**config.mk**
```make
export PLATFORM = sky130hd
export DESIGN_NAME = multicycle_control_flat
export DESIGN_NICKNAME = d
export VERILOG_FILES = /design/src/rtl/multicycle_control_if.sv /design/src/rtl/multicycle_control.sv /design/src/flat_wrapper.sv
export SDC_FILE = /design/constraint.sdc
export NUM_CORES = 1
export LEC_CHECK = 0
export ABC_AREA = 1
export BUFFER_PORTS_ARGS = -buffer_cell sky130_fd_sc_hd__buf_4
export CAP_MARGIN = 5
export CORE_MARGIN = 2
export CORE_UTILIZATION = 30
export CTS_CLUSTER_SIZE = 20
export DETAILED_ROUTE_END_ITERATION = 6
export GPL_TIMING_DRIVEN = 0
export SYNTH_ARGS = -nofsm -noshare
export SYNTH_HDL_FRONTEND = slang
export SYNTH_SLANG_ARGS = --single-unit
```
**constraint.sdc**
```tcl
create_clock -name clk -period 1.88 [get_ports clk]
set_clock_uncertainty 0.2 [all_clocks]
set_input_delay 0.376 -clock clk [delete_from_list [all_inputs] [get_ports clk]]
set_output_delay 0.376 -clock clk [all_outputs]
set_load 0.03 [all_outputs]
```
**src/rtl/multicycle_control_if.sv**
```systemverilog
// rtl/multicycle_control_if.sv - control bus between the multicycle FSM and the datapath
interface multicycle_control_if;
  // Instruction fields and status from the datapath
  logic [6:0] op;
  logic [2:0] funct3;
  logic       funct7b5;
  logic       Zero;
  logic       MemReady;
  // Control outputs toward the datapath
  logic       PCWrite;
  logic       AdrSrc;
  logic       MemWrite;
  logic       IRWrite;
  logic       RegWrite;
  logic [1:0] ResultSrc;
  logic [1:0] ALUSrcA;
  logic [1:0] ALUSrcB;
  logic [1:0] ImmSrc;
  logic [2:0] ALU_control;
  logic       Illegal;

  // Datapath side: supplies instruction fields/status, consumes controls
  modport master (
    output op, funct3, funct7b5, Zero, MemReady,
    input  PCWrite, AdrSrc, MemWrite, IRWrite, RegWrite,
    input  ResultSrc, ALUSrcA, ALUSrcB, ImmSrc, ALU_control, Illegal
  );

  // Controller side
  modport slave (
    input  op, funct3, funct7b5, Zero, MemReady,
    output PCWrite, AdrSrc, MemWrite, IRWrite, RegWrite,
    output ResultSrc, ALUSrcA, ALUSrcB, ImmSrc, ALU_control, Illegal
  );
endinterface

```
**src/rtl/multicycle_control.sv**
```systemverilog
// rtl/multicycle_control.sv - multicycle RV32I-subset control FSM
module multicycle_control (
  input  logic                  clk,
  input  logic                  rst_n,
  multicycle_control_if.slave   bus
);

  localparam logic [3:0] S_FETCH    = 4'd0;
  localparam logic [3:0] S_DECODE   = 4'd1;
  localparam logic [3:0] S_MEMADR   = 4'd2;
  localparam logic [3:0] S_MEMREAD  = 4'd3;
  localparam logic [3:0] S_MEMWB    = 4'd4;
  localparam logic [3:0] S_MEMWRITE = 4'd5;
  localparam logic [3:0] S_EXECUTER = 4'd6;
  localparam logic [3:0] S_EXECUTEI = 4'd7;
  localparam logic [3:0] S_ALUWB    = 4'd8;
  localparam logic [3:0] S_BEQ      = 4'd9;
  localparam logic [3:0] S_JAL      = 4'd10;

  localparam logic [6:0] OP_LW  = 7'b0000011;
  localparam logic [6:0] OP_SW  = 7'b0100011;
  localparam logic [6:0] OP_R   = 7'b0110011;
  localparam logic [6:0] OP_I   = 7'b0010011;
  localparam logic [6:0] OP_BEQ = 7'b1100011;
  localparam logic [6:0] OP_JAL = 7'b1101111;

  localparam logic [2:0] ALU_ADD = 3'b000;
  localparam logic [2:0] ALU_SUB = 3'b001;
  localparam logic [2:0] ALU_AND = 3'b010;
  localparam logic [2:0] ALU_OR  = 3'b011;
  localparam logic [2:0] ALU_SLT = 3'b101;

  logic [3:0] state_q, state_d;

  logic       is_lw, is_sw, is_r, is_i, is_beq, is_jal;
  logic [2:0] alu_dec;
  logic       alu_f3_ok;
  logic       decode_bad;

  logic       pc_write, adr_src, mem_write, ir_write, reg_write, illegal;
  logic [1:0] result_src, alu_src_a, alu_src_b, imm_src;
  logic [2:0] alu_control;

  // Opcode classification, funct3-driven ALU decode and legality check
  always_comb begin
    is_lw  = (bus.op == OP_LW);
    is_sw  = (bus.op == OP_SW);
    is_r   = (bus.op == OP_R);
    is_i   = (bus.op == OP_I);
    is_beq = (bus.op == OP_BEQ);
    is_jal = (bus.op == OP_JAL);

    alu_dec   = ALU_ADD;
    alu_f3_ok = 1'b1;
    case (bus.funct3)
      3'b000:  alu_dec = (is_r && bus.funct7b5) ? ALU_SUB : ALU_ADD;
      3'b010:  alu_dec = ALU_SLT;
      3'b110:  alu_dec = ALU_OR;
      3'b111:  alu_dec = ALU_AND;
      default: alu_f3_ok = 1'b0;
    endcase

    decode_bad = !(is_lw || is_sw || is_jal ||
                   ((is_r || is_i) && alu_f3_ok) ||
                   (is_beq && (bus.funct3 == 3'b000)));

    // Immediate format depends only on the opcode, not on the state
    imm_src = 2'b00;
    if (is_sw)       imm_src = 2'b01;
    else if (is_beq) imm_src = 2'b10;
    else if (is_jal) imm_src = 2'b11;
  end

  // Next-state logic and per-state control outputs
  always_comb begin
    state_d     = state_q;
    pc_write    = 1'b0;
    adr_src     = 1'b0;
    mem_write   = 1'b0;
    ir_write    = 1'b0;
    reg_write   = 1'b0;
    illegal     = 1'b0;
    result_src  = 2'b00;
    alu_src_a   = 2'b00;
    alu_src_b   = 2'b00;
    alu_control = ALU_ADD;

    case (state_q)
      S_FETCH: begin
        alu_src_b  = 2'b10;
        result_src = 2'b10;
        if (bus.MemReady) begin
          ir_write = 1'b1;
          pc_write = 1'b1;
          state_d  = S_DECODE;
        end
      end
      S_DECODE: begin
        alu_src_a = 2'b01;
        alu_src_b = 2'b01;
        if (decode_bad) begin
          illegal = 1'b1;
          state_d = S_FETCH;
        end else if (is_lw || is_sw) state_d = S_MEMADR;
        else if (is_r)               state_d = S_EXECUTER;
        else if (is_i)               state_d = S_EXECUTEI;
        else if (is_beq)             state_d = S_BEQ;
        else                         state_d = S_JAL;
      end
      S_MEMADR: begin
        alu_src_a = 2'b10;
        alu_src_b = 2'b01;
        state_d   = is_sw ? S_MEMWRITE : S_MEMREAD;
      end
      S_MEMREAD: begin
        adr_src = 1'b1;
        if (bus.MemReady) state_d = S_MEMWB;
      end
      S_MEMWB: begin
        result_src = 2'b01;
        reg_write  = 1'b1;
        state_d    = S_FETCH;
      end
      S_MEMWRITE: begin
        adr_src   = 1'b1;
        mem_write = 1'b1;
        if (bus.MemReady) state_d = S_FETCH;
      end
      S_EXECUTER: begin
        alu_src_a   = 2'b10;
        alu_src_b   = 2'b00;
        alu_control = alu_dec;
        state_d     = S_ALUWB;
      end
      S_EXECUTEI: begin
        alu_src_a   = 2'b10;
        alu_src_b   = 2'b01;
        alu_control = alu_dec;
        state_d     = S_ALUWB;
      end
      S_ALUWB: begin
        reg_write = 1'b1;
        state_d   = S_FETCH;
      end
      S_BEQ: begin
        alu_src_a   = 2'b10;
        alu_control = ALU_SUB;
        pc_write    = bus.Zero;
        state_d     = S_FETCH;
      end
      S_JAL: begin
        alu_src_a = 2'b01;
        alu_src_b = 2'b10;
        pc_write  = 1'b1;
        state_d   = S_ALUWB;
      end
      default: state_d = S_FETCH;
    endcase
  end

  // State register; reset parks the FSM in FETCH without waiting for a clock
  always_ff @(posedge clk or negedge rst_n) begin
    if (!rst_n) state_q <= S_FETCH;
    else        state_q <= state_d;
  end

  // Enables and Illegal are held off for as long as reset is asserted,
  // since FETCH would otherwise raise IRWrite/PCWrite on MemReady.
  assign bus.PCWrite     = pc_write  & rst_n;
  assign bus.IRWrite     = ir_write  & rst_n;
  assign bus.MemWrite    = mem_write & rst_n;
  assign bus.RegWrite    = reg_write & rst_n;
  assign bus.Illegal     = illegal   & rst_n;
  assign bus.AdrSrc      = adr_src;
  assign bus.ResultSrc   = result_src;
  assign bus.ALUSrcA     = alu_src_a;
  assign bus.ALUSrcB     = alu_src_b;
  assign bus.ImmSrc      = imm_src;
  assign bus.ALU_control = alu_control;

endmodule

```
**src/flat_wrapper.sv**
```systemverilog
// flat-port wrapper written by rule: the top's interface ports become plain ports
module multicycle_control_flat 
  (clk, rst_n, bus_op, bus_funct3, bus_funct7b5, bus_Zero, bus_MemReady, bus_PCWrite, bus_AdrSrc, bus_MemWrite, bus_IRWrite, bus_RegWrite, bus_ResultSrc, bus_ALUSrcA, bus_ALUSrcB, bus_ImmSrc, bus_ALU_control, bus_Illegal);
  multicycle_control_if bus_i ();
  input  logic clk;
  input  logic rst_n;
  input wire logic [$bits(bus_i.op)-1:0] bus_op;
  input wire logic [$bits(bus_i.funct3)-1:0] bus_funct3;
  input wire logic [$bits(bus_i.funct7b5)-1:0] bus_funct7b5;
  input wire logic [$bits(bus_i.Zero)-1:0] bus_Zero;
  input wire logic [$bits(bus_i.MemReady)-1:0] bus_MemReady;
  output wire logic [$bits(bus_i.PCWrite)-1:0] bus_PCWrite;
  output wire logic [$bits(bus_i.AdrSrc)-1:0] bus_AdrSrc;
  output wire logic [$bits(bus_i.MemWrite)-1:0] bus_MemWrite;
  output wire logic [$bits(bus_i.IRWrite)-1:0] bus_IRWrite;
  output wire logic [$bits(bus_i.RegWrite)-1:0] bus_RegWrite;
  output wire logic [$bits(bus_i.ResultSrc)-1:0] bus_ResultSrc;
  output wire logic [$bits(bus_i.ALUSrcA)-1:0] bus_ALUSrcA;
  output wire logic [$bits(bus_i.ALUSrcB)-1:0] bus_ALUSrcB;
  output wire logic [$bits(bus_i.ImmSrc)-1:0] bus_ImmSrc;
  output wire logic [$bits(bus_i.ALU_control)-1:0] bus_ALU_control;
  output wire logic [$bits(bus_i.Illegal)-1:0] bus_Illegal;
  assign bus_i.op = bus_op;
  assign bus_i.funct3 = bus_funct3;
  assign bus_i.funct7b5 = bus_funct7b5;
  assign bus_i.Zero = bus_Zero;
  assign bus_i.MemReady = bus_MemReady;
  assign bus_PCWrite = bus_i.PCWrite;
  assign bus_AdrSrc = bus_i.AdrSrc;
  assign bus_MemWrite = bus_i.MemWrite;
  assign bus_IRWrite = bus_i.IRWrite;
  assign bus_RegWrite = bus_i.RegWrite;
  assign bus_ResultSrc = bus_i.ResultSrc;
  assign bus_ALUSrcA = bus_i.ALUSrcA;
  assign bus_ALUSrcB = bus_i.ALUSrcB;
  assign bus_ImmSrc = bus_i.ImmSrc;
  assign bus_ALU_control = bus_i.ALU_control;
  assign bus_Illegal = bus_i.Illegal;
  multicycle_control u_core (.clk(clk), .rst_n(rst_n), .bus(bus_i));
endmodule
```
# --- Yosys cells after proc, flatten, opt, wreduce, memory -nomap -nowiden ---
# Cells that the tools add are included.
op_classes:
  n_eq_ne: 22
  muxes: 28
  bitwise_logic: 5
  reduce_logical: 20
op_table:
  columns: ["cell", "n"]
  rows:
  - ["$mux 4", 7]
  - ["$pmux 4 s6", 1]
  - ["$eq 4x3->1 const B", 4]
  - ["$eq 7x6->1 const B", 2]
  - ["$eq 7x7->1 const B", 2]
  - ["$eq 4x4->1 const B", 3]
  - ["$pmux 2 s2", 3]
  - ["$pmux 3 s4", 1]
  - ["$reduce_or 2->1", 5]
  - ["$mux 1", 9]
  - ["$eq 4x2->1 const B", 2]
  - ["$mux 2", 4]
  - ["$reduce_or 4->1", 2]
  - ["$eq 7x2->1 const B", 1]
  - ["$eq 7x5->1 const B", 1]
  - ["$eq 3x3->1 const B", 2]
  - ["$ne 2x2->1 const B", 3]
  - ["$pmux 3 s2", 1]
  - ["$reduce_or 3->1", 2]
  - ["$and 1x1->1", 5]
  - ["$logic_or 1x1->1", 5]
  - ["$eq 4x1->1 const B", 1]
  - ["$logic_not 4->1", 1]
  - ["$eq 3x2->1 const B", 1]
  - ["other kinds (5)", 7]
totals:
  reg_bits: 4

# --- Longest topological paths before layout ---
# Gate-level depths: netlist of run 1.
depth:
  ltp_word: 9
  ltp_mapped: 11

# --- Least setup slack after synthesis of run 1 ---
# No wires, ideal clock.
synth_path:
  path_type: "reg-to-output"
  from: "reg u_core.state_q[3]"
  to: "out bus_ALUSrcB[0]"
  arrival_ns: 1.696
  required_time_ns: 1.304
  path_slack_ns: -0.392
  path_stages_with_launch: 4
  n_path_buf: 0
  cell_sequence: "dfrtp_1 inv_2 nand2_1 o311ai_0"
synth_via:
  elab_chain_cells: 3
  elab_cells_between_ends: 8
synth_lines:
  columns: ["item", "line_no", "source"]
  rows:
  - ["start, declared", "multicycle_control.sv:33", "logic [3:0] state_q, state_d;"]
  - ["start signal, assigned", "multicycle_control.sv:164", "else state_q <= state_d;"]
  - ["$eq 4x2->1 (tied with other cells)", "multicycle_control.sv:88", "case (state_q)"]
  - ["$reduce_or 3->1 (no line) / $reduce_or 2->1 (equally long branches)", null, null]
  - ["$pmux 2 s2 *", "multicycle_control.sv:88", null]
  - ["end, declared", "flat_wrapper.sv:19", "output wire logic [$bits(bus_i.ALUSrcB)-1:0] bus_ALUSrcB;"]
# Mark *: on every way between the ends. The rest lies on a longest branch, timed or not.

# --- Worst setup path after layout of run 1 ---
layout_path:
  from: "reg u_core.state_q[2]"
  to: "out bus_Illegal"
layout_via:
  elab_chain_cells: 3
layout_lines:
  columns: ["item", "line_no", "source"]
  rows:
  - ["$eq 4x1->1", "multicycle_control.sv:88", null]
  - ["$mux 1", "multicycle_control.sv:88", null]
  - ["$and 1x1->1", "multicycle_control.sv:173", "assign bus.Illegal = illegal & rst_n;"]
  - ["end, declared", "flat_wrapper.sv:22", "output wire logic [$bits(bus_i.Illegal)-1:0] bus_Illegal;"]
# No other way between the ends.

==> impl_metrics.json, run 1 <==
{
  "top_regs": "u_core.state_q (4)",
  "violations": "setup timing",
  "initial_core_util": 0.316,
  "regMostFlops": "u_core.state_q",
  "die_area_um2": 2450,
  "overflow": 0,
  "hold_class": "input pin to flop",
  "syn_nets": 127,
  "antenna_found_initial": 0,
  "largest_register_ffs": 4,
  "num_vias": 866,
  "setup_violations": 9,
  "yosysWarningCount": 0,
  "dpl_worst_slack_ps": -69.5,
  "combPwrFrac": 0.799,
  "wl_per_cell_um": 11.5,
  "area_delta_synth_final_pct": 95.2,
  "hold_viol_final": 0,
  "core_um2": 1960,
  "crit_slowest_cell": "dfrtp_2",
  "ys_seq_elements": 4,
  "p_clk_frac": 0.091,
  "cts_inserted_buffers": 3,
  "crit_family": "flip-flops",
  "slowest_delay_ps": 430,
  "final_max_slew_viol_count": 0,
  "drc": 0,
  "row_count": 16,
  "max_slew_margin": 0.801,
  "grt_pass1_vias": 847,
  "die_w_um": 49.5,
  "drt_first_pass_iters": 4,
  "crit_arrival_ps": 1380,
  "crit_buf_inv": 3,
  "crit_fanout": 5,
  "gp_congestion": 0.878,
  "path_common_cell": "inv_2",
  "path_cells": "inv_2 -> nand2_4 -> nor2_4 -> inv_2 -> nor3_2 -> buf_4",
  "fin_util": 0.617,
  "ios": 32,
  "synthCells": 112,
  "insertion_delay_ps": 240,
  "finalWorstSetupSlack_ps": -77.9,
  "diodes": 0,
  "min_period_over_period": 1.04,
  "clock_path_buffers": 2,
  "cts_tree": "yes",
  "drtIter0Drc": 16,
  "drive_gt1_frac": 0.683,
  "max_freq_mhz": 511,
  "cts.htree.levels": 1,
  "switchingPower_mw": 0.615,
  "whs_ps": 152,
  "globalRouteTotalUtil": 0.178,
  "nFillCells": 184,
  "grt_pass1_wl_um": 3380,
  "dp_hpwl_um": 1440,
  "wl_um": 2160,
  "path_clk_slew_ps": 40,
  "die_h_um": 49.5,
  "grt_max_degree": 6,
  "ir_drop_mv": 0.688,
  "p_leak_nw": 0.631,
  "p_per_area_nw_per_um2": 991,
  "power_frac_seq": 0.110,
  "yosysSeqAreaShare": 0.161,
  "required_ps": 1300,
  "rsz0062_at_grt": "yes",
  "startpoint_type": "flop",
  "io_buffer_count": 31,
  "p_int_mw": 0.585,
  "swShare": 0.512,
  "ctsRootBufferMaster": "clkbuf_4",
  "via_per_inst": 4.61,
  "drv_cap": 0,
  "status": "complete, but fails checks",
  "ant_nets": 0,
  "ys_types": 20,
  "max_slew.worst_pin.slew_ps": 295,
  "end_kind": "output port",
  "layout.nets": 178,
  "fin_crit_ps": 1960,
  "clkSinkCount": 4,
  "synth.avg_cell_area_um2": 5.54,
  "syn-cell-area_um2": 621,
  "criticalPathCategory": "flop to output port"
}
## routing by layer
layer  vias to the layer above  track usage  part of all wire
met5                         -            0                 0
met4                         0       0.0926            0.0097
met3                         2       0.0212             0.037
met2                        18        0.306              0.51
met1                       405        0.217              0.44
li1                        441            -                 -
## placed cells by master, fill, tap and decap left out
cell,n
inv_2,16
inv_1,9
nand3_2,5
nor2_4,9
nor3_2,2
buf_6,8
nor2_1,7
o211ai_1,1
dlygate4sd3_1,1
inv_4,1
a21oi_2,1
dfrtp_1,3
a211oi_1,1
buf_4,37
nand2_4,5
dfrtp_2,1
nand2_2,10
nor4_4,1
nand2_1,20
clkbuf_4,3
o21ai_0,3
o32ai_2,1
o21ai_2,2
nor2_2,7
o311ai_2,1
nand3_1,6
## stage by stage
stage | instances | total power, mW | area [µm²] | TNS, ps
final | 188 | 1.20 | 1210 | -390
after floorplan | 112 | 0.572 | 642 | -65.7
after detailed placement | 170 | 0.786 | 908 | -128
after CTS | 183 | 1.06 | 1080 | -186
after global placement | 170 | 0.782 | 908 | -138
after global routing | 188 | 1.28 | 1210 | -1150
## cell families (layout without fill, tap and decap cells)
family	Yosys count	in the layout	synth area share
simple gates	72	72	0.562
compound gates	10	10	0.119
flops	4	4	0.161
buf+inv	26	75	0.157
## worst paths after layout
check	slack, ps	depth (start not counted)	endpoint	start
max	-80	6	bus_Illegal	u_core.state_q[2]
min	150	2	u_core.state_q[2]	bus_MemReady
max reg2reg	280	11	u_core.state_q[0]	u_core.state_q[0]
min reg2reg	530	4	u_core.state_q[1]	u_core.state_q[1]
max in group asynchronous	970	2	u_core.state_q[2]	rst_n
min in group asynchronous	330	2	u_core.state_q[0]	rst_n
## cell usage after synthesis
cell type	number	area share
nor4_1	1	0.010
nand3_1	11	0.089
nor3_1	1	0.0081
o32ai_1	1	0.014
nand2_4	2	0.036
a21oi_2	1	0.014
o211ai_1	1	0.012
inv_2	8	0.048
dfrtp_1	4	0.16
o311ai_0	1	0.014
nor2_4	2	0.036
nand2_2	7	0.071
inv_1	18	0.11
a211oi_1	1	0.012
o21ai_0	3	0.024
o21ai_2	2	0.028
nor2_1	18	0.11
nand2_1	26	0.16
nor3_2	1	0.016
nor2_2	3	0.030
## power groups by stage
stage	clock network (mW)	logic (mW)	registers, mW
4_1_cts	0.112	0.823	0.127
2_1_floorplan	0	0.451	0.121
3_5_place_dp	0	0.661	0.125
3_3_place_gp	0	0.657	0.126
6_report	0.109	0.959	0.132
5_1_grt	0.123	1.02	0.134
## layout make-up
| cell class | count | area [µm²] | share of cell area |
|---|---|---|---|
| Sequential cell | 4 | 101 | 0.0837 |
| Inverter | 26 | 100 | 0.0826 |
| Timing Repair Buffer | 46 | 378 | 0.312 |
| Tap cell | 27 | 33.8 | 0.0279 |
| Clock buffer | 3 | 22.5 | 0.0186 |
| Multi-Input combinational cell | 82 | 576 | 0.475 |
## what timing repair did
item                                   CTS  global route
gates resized for setup                 21            30
setup endpoints to repair               10            13
hold buffers                             1             0
pin swaps                                7            10
endpoints found under the hold margin    4             0
buffers inserted                         9             5
Note: power is estimated with default switching activity, not from simulation.
==> inputs of run 2 (changes only) <==
==> constraint.sdc (replaced) <==
create_clock -name clk -period 2.19 [get_ports clk]
set_clock_uncertainty 0.2 [all_clocks]
set_input_delay 0.438 -clock clk [delete_from_list [all_inputs] [get_ports clk]]
set_output_delay 0.438 -clock clk [all_outputs]
set_load 0.03 [all_outputs]
==> run 2 against run 1 <==
Against the previous run:
- the run now ends clean
- critical endpoint unchanged
- register-to-register slack improved by 450 ps
- routed wire length shrank 23%
- combinational power shrank 39%
- critical path depth unchanged
- total power shrank 35%
- critical path type unchanged
- clock power fell by 19%
- flip-flop and latch count stayed put
- worst hold slack gained 67 ps
==> impl_metrics.json, run 2 (synthesis gave the netlist of run 1 again) <==
{
  "drtIter0Drc": 5,
  "finalWorstSetupSlack_ps": 92.6,
  "p_total_mw": 0.783,
  "setup_violations": 0,
  "crit_family": "simple AND/OR/NAND/NOR gates",
  "slowest_delay_ps": 360,
  "dpl_worst_slack_ps": 57.3,
  "crit_slowest_cell": "dfrtp_1",
  "max_slew.worst_pin.slew_ps": 282,
  "via_per_inst": 4.37,
  "max_freq_mhz": 477,
  "finalInstanceArea_um2": 956,
  "grt_pass1_vias": 681,
  "clkSinkCount": 4,
  "globalRouteTotalUtil": 0.147,
  "criticalPathCategory": "flop to output port",
  "row_count": 16,
  "required_ps": 1550,
  "wl_per_cell_um": 9.53,
  "crit_arrival_ps": 1460,
  "clock_path_buffers": 2,
  "r2r_start": "u_core.state_q[2]",
  "layout.nets": 164,
  "area_delta_synth_final_pct": 54.0,
  "path_cells": "inv_2 -> nand2_1 -> nor2_4 -> inv_1 -> nor3_2 -> buf_4",
  "antenna_found_initial": 0,
  "cts_inserted_buffers": 3,
  "grt_pass1_wl_um": 2830,
  "die_w_um": 49.5,
  "post_dp_cell_area_um2": 901,
  "p_per_area_nw_per_um2": 819,
  "cts.htree.levels": 1,
  "drt_first_pass_iters": 3,
  "reg2regPathDepth": 8,
  "drc": 0,
  "min_period_over_period": 0.958,
  "overflow": 0,
  "diodes": 0,
  "r2r_end": "u_core.state_q[0]",
  "crit_fanout": 6,
  "grt_max_degree": 7,
  "final_max_slew_viol_count": 0,
  "cts_tree": "yes",
  "drv_cap": 0,
  "hp-start": "bus_MemReady",
  "num_vias": 761,
  "r2r_slack_ps": 730,
  "ctsRootBufferMaster": "clkbuf_4",
  "met1_usage": 0.194,
  "nFillCells": 219,
  "ios": 32,
  "fin_util": 0.487,
  "cts_setup_buffers": 0,
  "hold_depth": 2,
  "hold_end": "u_core.state_q[2]",
  "final_common_cell": "buf_4",
  "p_leak_nw": 0.540,
  "startpoint_type": "flop",
  "grtUsageMet2": 0.232,
  "die_area_um2": 2450,
  "regMostFlops": "u_core.state_q",
  "ir_drop_mv": 0.392,
  "drive_gt1_frac": 0.449,
  "hold_viol_final": 0,
  "ant_nets": 0,
  "dp_hpwl_um": 1440,
  "hold_class": "input pin to flop",
  "status": "finished, final reports clean",
  "gp_congestion": 0.854,
  "initial_core_util": 0.316,
  "fin_cells": 174,
  "max_slew_margin": 0.810,
  "insertion_delay_ps": 230,
  "wl_um": 1660,
  "end_kind": "output port",
  "die_h_um": 49.5,
  "top_regs": "u_core.state_q (4)",
  "path_clk_slew_ps": 40,
  "crit_buf_inv": 3,
  "use_met3": 0.0424,
  "fin_crit_ps": 2100,
  "largest_register_ffs": 4,
  "dp.cells": 170,
  "top_usage_layer": "met2",
  "core_um2": 1960,
  "mostFrequentLayoutCells": "buf_4 (31), nand2_1 (25), inv_1 (18)",
  "io_buffer_count": 31
}
-- run 2: changes by cell type in the layout (fill, tap and decap cells not counted), moves of 4 or more --
cell	previous run	this run
buf_4	37	31
inv_1	9	18
buf_6	8	0
nor2_4	9	4
nor2_1	7	16
nand2_1	20	25
nor2_2	7	3
inv_2	16	8
nand3_2	5	0
nand3_1	6	11
-- run 2: how the worst max path moves through the flow --
| stage | start | end | slack (ps) | depth (start not counted) |
|---|---|---|---|---|
| after detailed placement | bus_op[2] | bus_ALU_control[0] | 60 | 7 |
| after global placement | bus_op[2] | bus_ALU_control[0] | 60 | 7 |
| after global routing | u_core.state_q[1] | bus_Illegal | -6 | 6 |
| final | u_core.state_q[1] | bus_Illegal | 90 | 6 |
| after floorplan | u_core.state_q[0] | bus_IRWrite | 110 | 5 |
| after CTS | bus_op[2] | bus_ALU_control[0] | 50 | 7 |
-- run 2: layout make-up --
| class | instances | area (µm²) | area share |
|---|---|---|---|
| Tap cell | 27 | 33.8 | 0.0353 |
| Timing Repair Buffer | 32 | 243 | 0.254 |
| Inverter | 26 | 97.6 | 0.102 |
| Multi-Input combinational cell | 82 | 459 | 0.480 |
| Sequential cell | 4 | 100 | 0.105 |
| Clock buffer | 3 | 22.5 | 0.0236 |
-- run 2: what timing repair did --
action	CTS	global route
setup endpoints to repair	0	5
hold buffers	1	0
endpoints found under the hold margin	4	0
resized for setup	0	5
-- run 2: worst reg2reg max path, delay by kind of cell, from the launching register on --
| family | cells | cell delay, ps |
|---|---|---|
| AND/OR/NAND/NOR | 5 | 440 |
| flip-flops | 1 | 400 |
| buffers and inverters | 2 | 170 |
| AO/OA/AOI/OAI | 1 | 150 |
-- run 2: through the flow --
| step | setup TNS (ps) | hold slack [ps] |
|---|---|---|
| after floorplan | 0 | -57.6 |
| after global placement | 0 | 42.0 |
| after detailed placement | 0 | 43.3 |
| after CTS | 0 | 214 |
| after global routing | -6.42 | 218 |
| final | 0 | 220 |
-- run 2: metal layers --
layer  vias to the layer above  part of all wire
met1                       325              0.47
li1                        415                 -
met3                         0             0.045
met5                         -                 0
met4                         0                 0
met2                        21              0.48
-- run 2: where the power goes --
group | switching (mW) | total [mW] | internal (mW)
clock | 0.0272 | 0.0882 | 0.0611
sequential | 0.0167 | 0.109 | 0.0921
combinational | 0.386 | 0.586 | 0.201
==> inputs of run 3 (changes only) <==
--- a/config.mk
+++ b/config.mk
@@ -10,6 +10,7 @@
 export CAP_MARGIN = 5
 export CORE_MARGIN = 2
 export CORE_UTILIZATION = 30
+export CTS_BUF_LIST = sky130_fd_sc_hd__clkbuf_8
 export CTS_CLUSTER_SIZE = 20
 export DETAILED_ROUTE_END_ITERATION = 6
 export GPL_TIMING_DRIVEN = 0
==> run 3 against run 2 <==
Against the previous run:
- cell count did not move
- maximum frequency increased by 2.1%
- largest power group unchanged
- utilization increased by 0.70 points
- clock-buffer cell count unchanged
- largest cell class unchanged
- sequential share of layout area shrank 0.15 points
- sequential power is essentially flat
- total power rose by 7.3%
- critical path depth up 2
- critical endpoint is now bus_PCWrite
- global-route usage rose by 0.56 points
- worst hold slack improved by 13 ps
- register-to-register slack better by 20 ps
==> impl_metrics.json, run 3 (synthesis gave the netlist of run 1 again) <==
{
  "cts_inserted_buffers": 3,
  "crit_slowest_cell": "dfrtp_1",
  "initial_core_util": 0.316,
  "end_kind": "output port",
  "io_buffer_count": 31,
  "drv_cap": 0,
  "rsz0062_at_grt": "no",
  "required_ps": 1550,
  "row_count": 16,
  "wl_per_cell_um": 9.75,
  "crit_fanout": 5,
  "fin_setup_tns_ps": 0,
  "drive_gt1_frac": 0.435,
  "grt_pass1_vias": 684,
  "r2r_start": "u_core.state_q[2]",
  "antenna_found_initial": 0,
  "layout.nets": 164,
  "largest_register_ffs": 4,
  "cts_tree": "yes",
  "post_dp_cell_area_um2": 901,
  "mostFrequentLayoutCells": "buf_4 (31), nand2_1 (26), inv_1 (18)",
  "drc": 0,
  "status": "finished, final reports clean",
  "finalInstanceArea_um2": 970,
  "fin_crit_ps": 2060,
  "combPwrFrac": 0.689,
  "insertion_delay_ps": 220,
  "path_clk_slew_ps": 30,
  "final_max_slew_viol_count": 0,
  "num_vias": 769,
  "drtIter0Drc": 3,
  "crit_buf_inv": 3,
  "hold_class": "input pin to flop",
  "swShare": 0.516,
  "setup_violations": 0,
  "max_slew.worst_pin.slew_ps": 282,
  "slowest_delay_ps": 400,
  "ant_nets": 0,
  "grt_pass1_wl_um": 2890,
  "finalWorstSetupSlack_ps": 135,
  "die_h_um": 49.5,
  "die_w_um": 49.5,
  "wl_um": 1700,
  "globalRouteTotalUtil": 0.152,
  "path_cells": "inv_2 -> nand2_1 -> nor2_4 -> nand2_1 -> nand3_1 -> nand2_1 -> inv_1 -> buf_4",
  "startpoint_type": "flop",
  "criticalPathCategory": "flop to output port",
  "diodes": 0,
  "drt_first_pass_iters": 4,
  "grt_max_degree": 7,
  "crit_arrival_ps": 1420,
  "core_um2": 1960,
  "dpl_worst_slack_ps": 57.3,
  "die_area_um2": 2450,
  "ctsRootBufferMaster": "clkbuf_8",
  "dp_hpwl_um": 1440,
  "path_common_cell": "nand2_1",
  "crit_family": "simple AND/OR/NAND/NOR gates",
  "max_freq_mhz": 487,
  "min_period_over_period": 0.938,
  "final_common_cell": "buf_4",
  "hp-start": "bus_MemReady",
  "regMostFlops": "u_core.state_q",
  "dp.cells": 170,
  "fin_cells": 174,
  "top_regs": "u_core.state_q (4)",
  "p_int_mw": 0.407,
  "gp_congestion": 0.854,
  "clock_path_buffers": 2,
  "p_clk_frac": 0.184,
  "cts.htree.levels": 1,
  "via_per_inst": 4.42,
  "switchingPower_mw": 0.434,
  "cts_setup_buffers": 0,
  "overflow": 0,
  "startpoint": "u_core.state_q[0]",
  "area_delta_synth_final_pct": 56.3,
  "clkSinkCount": 4,
  "fin_util": 0.494,
  "ir_drop_mv": 0.438,
  "ios": 32,
  "p_leak_nw": 0.548,
  "power_frac_seq": 0.127,
  "whs_ps": 233,
  "hold_viol_final": 0,
  "p_per_area_nw_per_um2": 867,
  "max_slew_margin": 0.810,
  "p_total_mw": 0.841
}
[run 3: final cells by class]
type / instances / area (µm²)
fill: 217 / 992
sequential: 4 / 100
clock buffer: 3 / 41.3
tap: 27 / 33.8
inverter: 26 / 97.6
timing repair buffer: 32 / 243
multi-input combinational: 82 / 454
[run 3: power by group through the flow]
stage	combinational, mW	sequential (mW)	clock, mW
floorplan	0.376	0.104	0
detailed placement	0.561	0.108	0
CTS	0.564	0.107	0.157
global route	0.629	0.109	0.160
finish	0.579	0.107	0.154
global placement	0.552	0.107	0
[run 3: per-layer routing]
metal / share of wire / up-vias / global-route usage / wire, µm
met5: 0 / - / 0 / 0
met4: 0.016 / 0 / 0.0556 / 28
met2: 0.47 / 22 / 0.243 / 791
met1: 0.47 / 329 / 0.196 / 790
li1: - / 414 / - / -
met3: 0.051 / 4 / 0.0424 / 87
[run 3: final timing paths]
| kind | endpoint | slack (ps) | cells past startpoint |
|---|---|---|---|
| worst min register to register | u_core.state_q[0] | 460 | 5 |
| min in group asynchronous | u_core.state_q[3] | 400 | 2 |
| worst max register to register | u_core.state_q[0] | 750 | 8 |
| worst max-delay path | bus_PCWrite | 130 | 8 |
| worst min-delay path | u_core.state_q[2] | 230 | 2 |
| max in group asynchronous | u_core.state_q[0] | 1210 | 2 |
[run 3: timing repair]
item                       CTS  global route
setup endpoints to repair    0             3
hold buffers                 1             0
resized for setup            0             3
hold endpoints to repair     4             0
